$ cat src/rtl/aes256_unloading_pkg.sv
// Shared types and widths for the byte-serial ciphertext unloader.
package aes256_unloading_pkg;

   localparam int BYTES_PER_BLOCK = 16;
   localparam int BLOCK_W         = 128;
   localparam int BYTE_W          = 8;

   typedef enum logic [1:0] {IDLE, REQ, WAIT, PUSH} state_t;

endpackage

$ cat src/rtl/aes256_unloading_if.sv
// Byte request handshake towards aes256_loading plus the block valid/ready output.
interface aes256_unloading_if
   import aes256_unloading_pkg::*;
   ();

   logic               pi_enc_done;
   logic               po_next_val_req;
   logic               pi_next_val_ready;
   logic [BYTE_W-1:0]  pi_data;
   logic               po_block_valid;
   logic [BLOCK_W-1:0] po_block;
   logic               pi_block_ready;

   modport master (
      output pi_enc_done, pi_next_val_ready, pi_data, pi_block_ready,
      input  po_next_val_req, po_block_valid, po_block
   );

   modport slave (
      input  pi_enc_done, pi_next_val_ready, pi_data, pi_block_ready,
      output po_next_val_req, po_block_valid, po_block
   );

endinterface

$ cat src/rtl/aes256_block_fifo.sv
// Synchronous FIFO of wide blocks; head is read straight from the storage registers.
module aes256_block_fifo #(
   parameter int WIDTH = 128,
   parameter int DEPTH = 4
) (
   input  logic                     clk,
   input  logic                     rst,
   input  logic                     push,
   input  logic [WIDTH-1:0]         wdata,
   input  logic                     pop,
   output logic [WIDTH-1:0]         head,
   output logic                     valid,
   output logic [$clog2(DEPTH):0]   fill
);

   localparam int AW = $clog2(DEPTH);

   logic [WIDTH-1:0] mem [DEPTH];
   logic [AW-1:0]    wr_ptr;
   logic [AW-1:0]    rd_ptr;
   logic             do_pop;

   assign valid  = (fill != '0);
   assign do_pop = pop && valid;
   // Empty FIFO presents zero so the unreset storage never leaks onto the port.
   assign head   = valid ? mem[rd_ptr] : '0;

   // NOTE: the storage array has no reset; only pointers and count define its contents.
   always_ff @(posedge clk) begin
      if (push) mem[wr_ptr] <= wdata;
   end

   // NOTE: sequential state uses non-blocking assignments so every flop samples pre-edge values.
   always_ff @(posedge clk or posedge rst) begin
      if (rst) begin
         wr_ptr <= '0;
         rd_ptr <= '0;
         fill   <= '0;
      end else begin
         if (push)   wr_ptr <= wr_ptr + 1'b1;
         if (do_pop) rd_ptr <= rd_ptr + 1'b1;
         case ({push, do_pop})
            2'b10:   fill <= fill + 1'b1;
            2'b01:   fill <= fill - 1'b1;
            default: fill <= fill;
         endcase
      end
   end

endmodule

$ cat src/rtl/aes256_unloading.sv
// Fetches 16 ciphertext bytes per enc_done pulse, packs them MSB-first and queues the block.
module aes256_unloading
   import aes256_unloading_pkg::*;
#(
   parameter int FIFO_DEPTH     = 4,
   parameter int TIMEOUT_CYCLES = 64
) (
   input  logic                          clk,
   input  logic                          rst,
   aes256_unloading_if.slave             bus,
   output logic [$clog2(FIFO_DEPTH):0]   po_fill_level,
   output logic                          po_busy,
   output logic                          po_timeout_err,
   output logic                          po_overrun_err,
   input  logic                          pi_clear_err
);

   localparam int FILL_W = $clog2(FIFO_DEPTH) + 1;
   localparam int TMO_W  = $clog2(TIMEOUT_CYCLES + 1);
   localparam logic [FILL_W-1:0] DEPTH_L   = FILL_W'(FIFO_DEPTH);
   localparam logic [TMO_W-1:0]  TMO_LAST  = TMO_W'(TIMEOUT_CYCLES - 1);
   localparam logic [3:0]        LAST_BYTE = 4'(BYTES_PER_BLOCK - 1);

   state_t             state;
   logic               pending;
   logic [3:0]         byte_cnt;
   logic [TMO_W-1:0]   tmo_cnt;
   logic [BLOCK_W-1:0] shift_reg;
   logic               start;
   logic               fifo_valid;
   logic [BLOCK_W-1:0] fifo_head;

   // Space is reserved at block start, so PUSH can never find the FIFO full.
   assign start   = (state == IDLE) && pending && (po_fill_level < DEPTH_L);
   assign po_busy = (state != IDLE) || pending;

   always_ff @(posedge clk or posedge rst) begin
      if (rst) begin
         state               <= IDLE;
         pending             <= 1'b0;
         byte_cnt            <= '0;
         tmo_cnt             <= '0;
         shift_reg           <= '0;
         bus.po_next_val_req <= 1'b0;
         po_timeout_err      <= 1'b0;
         po_overrun_err      <= 1'b0;
      end else begin
         bus.po_next_val_req <= 1'b0;

         // Clear first; a same-cycle error assignment below overrides it.
         if (pi_clear_err) begin
            po_timeout_err <= 1'b0;
            po_overrun_err <= 1'b0;
         end

         if (bus.pi_enc_done) begin
            pending <= 1'b1;
            if (pending && !start) po_overrun_err <= 1'b1;
         end else if (start) begin
            pending <= 1'b0;
         end

         case (state)
            IDLE: begin
               if (start) begin
                  state               <= REQ;
                  byte_cnt            <= '0;
                  bus.po_next_val_req <= 1'b1;
               end
            end
            REQ: begin
               state   <= WAIT;
               tmo_cnt <= '0;
            end
            WAIT: begin
               if (bus.pi_next_val_ready) begin
                  shift_reg <= {shift_reg[BLOCK_W-BYTE_W-1:0], bus.pi_data};
                  byte_cnt  <= byte_cnt + 1'b1;
                  if (byte_cnt == LAST_BYTE) begin
                     state <= PUSH;
                  end else begin
                     state               <= REQ;
                     bus.po_next_val_req <= 1'b1;
                  end
               end else if (tmo_cnt == TMO_LAST) begin
                  po_timeout_err <= 1'b1;
                  shift_reg      <= '0;
                  byte_cnt       <= '0;
                  state          <= IDLE;
               end else begin
                  tmo_cnt <= tmo_cnt + 1'b1;
               end
            end
            PUSH: begin
               state     <= IDLE;
               shift_reg <= '0;
            end
            default: state <= IDLE;
         endcase
      end
   end

   aes256_block_fifo #(
      .WIDTH (BLOCK_W),
      .DEPTH (FIFO_DEPTH)
   ) u_fifo (
      .clk   (clk),
      .rst   (rst),
      .push  (state == PUSH),
      .wdata (shift_reg),
      .pop   (bus.pi_block_ready),
      .head  (fifo_head),
      .valid (fifo_valid),
      .fill  (po_fill_level)
   );

   assign bus.po_block       = fifo_head;
   assign bus.po_block_valid = fifo_valid;

endmodule

$ cat src/flat_wrapper.sv
// flat-port wrapper written by rule: the top's interface ports become plain ports
module aes256_unloading_flat import aes256_unloading_pkg::*;
#(
   parameter int FIFO_DEPTH     = 4,
   parameter int TIMEOUT_CYCLES = 64
)
  (clk, rst, po_fill_level, po_busy, po_timeout_err, po_overrun_err, pi_clear_err, bus_pi_enc_done, bus_pi_next_val_ready, bus_pi_data, bus_pi_block_ready, bus_po_next_val_req, bus_po_block_valid, bus_po_block);
  aes256_unloading_if bus_i ();
  input  logic clk;
  input  logic rst;
  output logic [$clog2(FIFO_DEPTH):0] po_fill_level;
  output logic po_busy;
  output logic po_timeout_err;
  output logic po_overrun_err;
  input  logic pi_clear_err;
  input wire logic [$bits(bus_i.pi_enc_done)-1:0] bus_pi_enc_done;
  input wire logic [$bits(bus_i.pi_next_val_ready)-1:0] bus_pi_next_val_ready;
  input wire logic [$bits(bus_i.pi_data)-1:0] bus_pi_data;
  input wire logic [$bits(bus_i.pi_block_ready)-1:0] bus_pi_block_ready;
  output wire logic [$bits(bus_i.po_next_val_req)-1:0] bus_po_next_val_req;
  output wire logic [$bits(bus_i.po_block_valid)-1:0] bus_po_block_valid;
  output wire logic [$bits(bus_i.po_block)-1:0] bus_po_block;
  assign bus_i.pi_enc_done = bus_pi_enc_done;
  assign bus_i.pi_next_val_ready = bus_pi_next_val_ready;
  assign bus_i.pi_data = bus_pi_data;
  assign bus_i.pi_block_ready = bus_pi_block_ready;
  assign bus_po_next_val_req = bus_i.po_next_val_req;
  assign bus_po_block_valid = bus_i.po_block_valid;
  assign bus_po_block = bus_i.po_block;
  aes256_unloading #(.FIFO_DEPTH(FIFO_DEPTH), .TIMEOUT_CYCLES(TIMEOUT_CYCLES)) u_core (.clk(clk), .rst(rst), .bus(bus_i), .po_fill_level(po_fill_level), .po_busy(po_busy), .po_timeout_err(po_timeout_err), .po_overrun_err(po_overrun_err), .pi_clear_err(pi_clear_err));
endmodule
$ cat config.mk
export PLATFORM = sky130hd
export DESIGN_NAME = aes256_unloading_flat
export DESIGN_NICKNAME = d
export VERILOG_FILES = /design/src/rtl/aes256_unloading_pkg.sv /design/src/rtl/aes256_unloading_if.sv /design/src/rtl/aes256_block_fifo.sv /design/src/rtl/aes256_unloading.sv /design/src/flat_wrapper.sv
export SDC_FILE = /design/constraint.sdc
export NUM_CORES = 1
export LEC_CHECK = 0
export ABC_AREA = 1
export BUFFER_PORTS_ARGS = -buffer_cell sky130_fd_sc_hd__buf_2
export CORE_MARGIN = 2
export CORE_UTILIZATION = 50
export DETAILED_ROUTE_END_ITERATION = 10
export GPL_TIMING_DRIVEN = 0
export HOLD_SLACK_MARGIN = 0.15
export PLACE_DENSITY_LB_ADDON = 0.15
export SLEW_MARGIN = 25
export SYNTH_ARGS = -nofsm -noshare
export SYNTH_HDL_FRONTEND = slang
export SYNTH_SLANG_ARGS = --single-unit
$ cat constraint.sdc
create_clock -name clk -period 20.7 [get_ports clk]
set_input_delay 6.21 -clock clk [delete_from_list [all_inputs] [get_ports clk]]
set_output_delay 6.21 -clock clk [all_outputs]
set_load 0.03 [all_outputs]
==> results.md <==
* Worst-path fanout max at 10
* Pwr per Cell Area at 154 mW/mm2
* Switch Pwr at 1.97 mW
* Count of flip-flops with a built-in enable after synthesis at 512
* Flip-flop and latch count after synthesis at 664
* TritonRoute pass-1 iters at 5
* H-tree lvl count at 3
* Number of hold violations in the final report at 0
* Count of buffers added by post-CTS timing repair for setup at 0
* Post-cts sizing count at 0
* Via count of the first global-routing pass at 17,300
* Dominant cells by area after synthesis: sky130_fd_sc_hd__edfxtp_1, sky130_fd_sc_hd__dfrtp_1, sky130_fd_sc_hd__nor2_1
* Crit path max-delay family: buffers and inverters
* Clk pin slew, worst setup/hold paths at 0.06 ns
* Sequential share of the synthesized area at 0.729
* Drt wl/cell at 21.2 um
* Layout overhead on the synthesized area at 17.2%
* Number of port buffers at 149
* Post-synthesis cell count at 2,239
* Mean instance size in the synthesized netlist at 11.7 um2
* Max Cap Violations at 0
* Portion of total power attributed to combinational logic at 0.403
* Max frequency at 110 MHz
* Asr flop ratio synth at 0.229
* Worst-case headroom to the max-slew limit at 0.486
* Wire length reported by the detailed router at 68,400 um
* Clock Tree Root: sky130_fd_sc_hd__clkbuf_16
* Internal Pwr Total at 2.79 mW
* Kind of start point of the critical path: register
* Run status: finished, final reports clean
* Worst flop-to-flop path startpoint: u_core.state[1]
* Remaining global-route overflow at 0
* CP arrival at 2.90 ns
* Post-synthesis cell type count at 28
* Average via count per standard cell at 5.62
* Total power at 4.75 mW
* Peak ir drop on the vdd network at 0.142 mV
* Register share of total power at 0.343
* Antenna violations before repair at 0
* Fraction of layout instances using a drive strength above 1 at 0.136
* Netlist Area Pre-Place at 0.0263 mm2
* Post-layout nets at 2,509
* Hold WC Path Type: register to register
* Total nets after synthesis at 2,261
* WP depth at 7
* Clock buffer depth at 3
* Core Rows at 84
* Start point of the critical path: u_core.u_fifo.rd_ptr[0]
* Clock buffer count from CTS at 68
* Setup Total Neg Slack at 0 ns
* Crit path top cell by count: sky130_fd_sc_hd__buf_2
* Kind of end point of the critical path: output port
* Transition at the pin with the smallest max-transition slack at 0.770 ns
* Clock network power share at 0.254
* Weighted congestion reported at the end of routability-driven placement at 0.797
* Share of the cycle needed by the critical path after routing at 0.440
* Delay contributed by the slowest stage of the critical path at 0.54 ns
* Antenna violation net count after detailed routing at 0
* FF-to-FF setup slack at 17.76 ns
* Die outline height at 233 um
* Largest net degree at the start of global routing at 83
* TritonCTS clock tree: built
* Effective utilization at floorplan at 0.504
* Area share of the largest cell type after synthesis at 0.585
* Post-route core utilization at 0.590
* Quantity of hold-fixing buffers added after cts at 0
* Total clock sinks at 664
* Top FF cell, synth: sky130_fd_sc_hd__edfxtp_1
* Critical Path Slowest Stage Cell: sky130_fd_sc_hd__clkbuf_1
* Non-Filler Instances at 3,227
* Total track usage at 0.254
* Ordered cell list for the critical path: buf_2 > inv_2 > buf_4 > clkbuf_1 > o21ai_0 > a21oi_1 > buf_2
* Min Clock Period, post-route at 9.11 ns
* Minimum hold slack at 0.499 ns
* Sw Share at 0.414
* Number of primary I/O pins at 150
* Kind of critical path: register to output port
* Worst Path Required at 14.49 ns
* Clk Latency, worst-skew pair at 0.60 ns
* Placeable core region at 0.0522 mm2
* Number of design-rule violations left by the first detailed-router iteration at 1,748
* Worst R2R End: u_core.u_fifo.mem[1][54]
* Max reg flops at 512
* Termination of the worst setup path: bus_po_block[127]
* Worst Reg2Reg Path Length in Cells at 8
* Synthesis warning total at 0
* Sum of buffers and inverters on the critical path at 5
* Final Slew Violations at 0
* Leakage power figure at 12.1 nW
* Via count at 18,100
* Area leader, netlist: sky130_fd_sc_hd__edfxtp_1
* Chip width at 233 um
* Total DRC errors in the routed layout at 0
* Dpl hpwl at 43,600 um
* First-pass GRT wire length at 103,000 um
* Instance count after placement with tap cells included at 3,105
* Setup repair after global routing missed its margin: false
* Post-route clock skew at 0.0284 ns
* Die area at 0.0545 mm2
* Setup-failing EPs final at 0
layout by cell type, fill, tap and decap left out, types with 13 or more instances in the layout:
cell type / instances
sky130_fd_sc_hd__edfxtp_1: 512
sky130_fd_sc_hd__buf_6: 13
sky130_fd_sc_hd__nor2_1: 525
sky130_fd_sc_hd__a21oi_1: 131
sky130_fd_sc_hd__nand3_1: 13
sky130_fd_sc_hd__dfrtp_1: 152
sky130_fd_sc_hd__o21ai_0: 264
sky130_fd_sc_hd__clkbuf_16: 71
sky130_fd_sc_hd__buf_16: 20
sky130_fd_sc_hd__buf_1: 14
sky130_fd_sc_hd__nand4_1: 130
sky130_fd_sc_hd__clkbuf_1: 105
sky130_fd_sc_hd__nand2_1: 296
sky130_fd_sc_hd__buf_2: 175
sky130_fd_sc_hd__buf_4: 24
sky130_fd_sc_hd__inv_1: 26
layout make-up:
type	count	area, um2
multi-input cells	1387	6220
inverters	30	120
flip-flops and latches	664	19200
diodes	1	2.50
well taps	688	861
clock buffers	98	1900
clock inverters	23	267
repair buffers	178	1470
plain buffers	158	825
fillers	4199	21400
synth_stat cells (2+ instances only):
library cell / instances
sky130_fd_sc_hd__nor2_1: 529
sky130_fd_sc_hd__edfxtp_1: 512
sky130_fd_sc_hd__nand2_1: 296
sky130_fd_sc_hd__o21ai_0: 264
sky130_fd_sc_hd__dfrtp_1: 152
sky130_fd_sc_hd__a21oi_1: 131
sky130_fd_sc_hd__nand4_1: 130
sky130_fd_sc_hd__clkbuf_1: 80
sky130_fd_sc_hd__inv_1: 27
sky130_fd_sc_hd__buf_2: 26
sky130_fd_sc_hd__buf_4: 24
sky130_fd_sc_hd__buf_1: 14
sky130_fd_sc_hd__buf_6: 13
sky130_fd_sc_hd__nand3_1: 13
sky130_fd_sc_hd__ha_1: 7
sky130_fd_sc_hd__xor2_1: 4
sky130_fd_sc_hd__inv_2: 3
sky130_fd_sc_hd__nand2_2: 2
sky130_fd_sc_hd__nand2_4: 2
sky130_fd_sc_hd__or2_2: 2
metrics by stage:
step / setup slack, ns / area, um2
after floorplan: 10.40 / 26300
final: 11.59 / 30800
after detailed placement: 12.21 / 28700
after CTS: 11.57 / 30800
after global routing: 11.35 / 30800
after global placement: 8.54 / 27900
routing by layer:
metal	part of all wire	vias to the layer above	global-route usage
li1	-	8347	-
met1	0.44	8983	0.369
met2	0.46	696	0.390
met3	0.078	104	0.0453
met4	0.023	0	0.0794
met5	0	-	0
power groups by stage:
stage	clock network, mW	registers (mW)	logic [mW]
3_5_place_dp	0	1.65	1.92
4_1_cts	1.22	1.63	1.92
5_1_grt	1.27	1.64	2.07
3_3_place_gp	0	1.68	1.85
6_report	1.21	1.63	1.92
2_1_floorplan	0	1.66	1.24
kinds of logic (layout without fill, tap and decap cells):
kind of cell / count (synthesis) / after routing / synth area share
flops: 664 / 664 / 0.729
simple gates: 978 / 978 / 0.154
buf+inv: 188 / 487 / 0.0356
fa+ha+maj: 8 / 8 / 0.00409
compound gates: 396 / 396 / 0.0754
xor+xnor: 5 / 5 / 0.00166
other cells: 0 / 1 / 0
worst min-delay path by stage:
stage / start / slack (ns) / cells after the start / end
after floorplan: u_core.byte_cnt[3] / 0.46 / 2 / u_core.byte_cnt[3]
after global placement: u_core.tmo_cnt[6] / 0.48 / 2 / u_core.tmo_cnt[6]
after detailed placement: u_core.u_fifo.fill[0] / 0.49 / 1 / u_core.u_fifo.fill[0]
after CTS: u_core.u_fifo.fill[0] / 0.50 / 1 / u_core.u_fifo.fill[0]
after global routing: u_core.u_fifo.fill[0] / 0.52 / 1 / u_core.u_fifo.fill[0]
final: u_core.u_fifo.fill[0] / 0.50 / 1 / u_core.u_fifo.fill[0]
worst reg2reg max path, stage by stage, from the launching register on:
cell                      delay [ns]
sky130_fd_sc_hd__dfrtp_1        0.33
sky130_fd_sc_hd__buf_4          0.16
sky130_fd_sc_hd__buf_2          0.26
sky130_fd_sc_hd__nand2_1        0.37
sky130_fd_sc_hd__nor2_4         0.70
sky130_fd_sc_hd__buf_16         0.26
sky130_fd_sc_hd__buf_16         0.18
sky130_fd_sc_hd__buf_16         0.18
sky130_fd_sc_hd__buf_16         0.19
(Power assumes the default switching activity.)
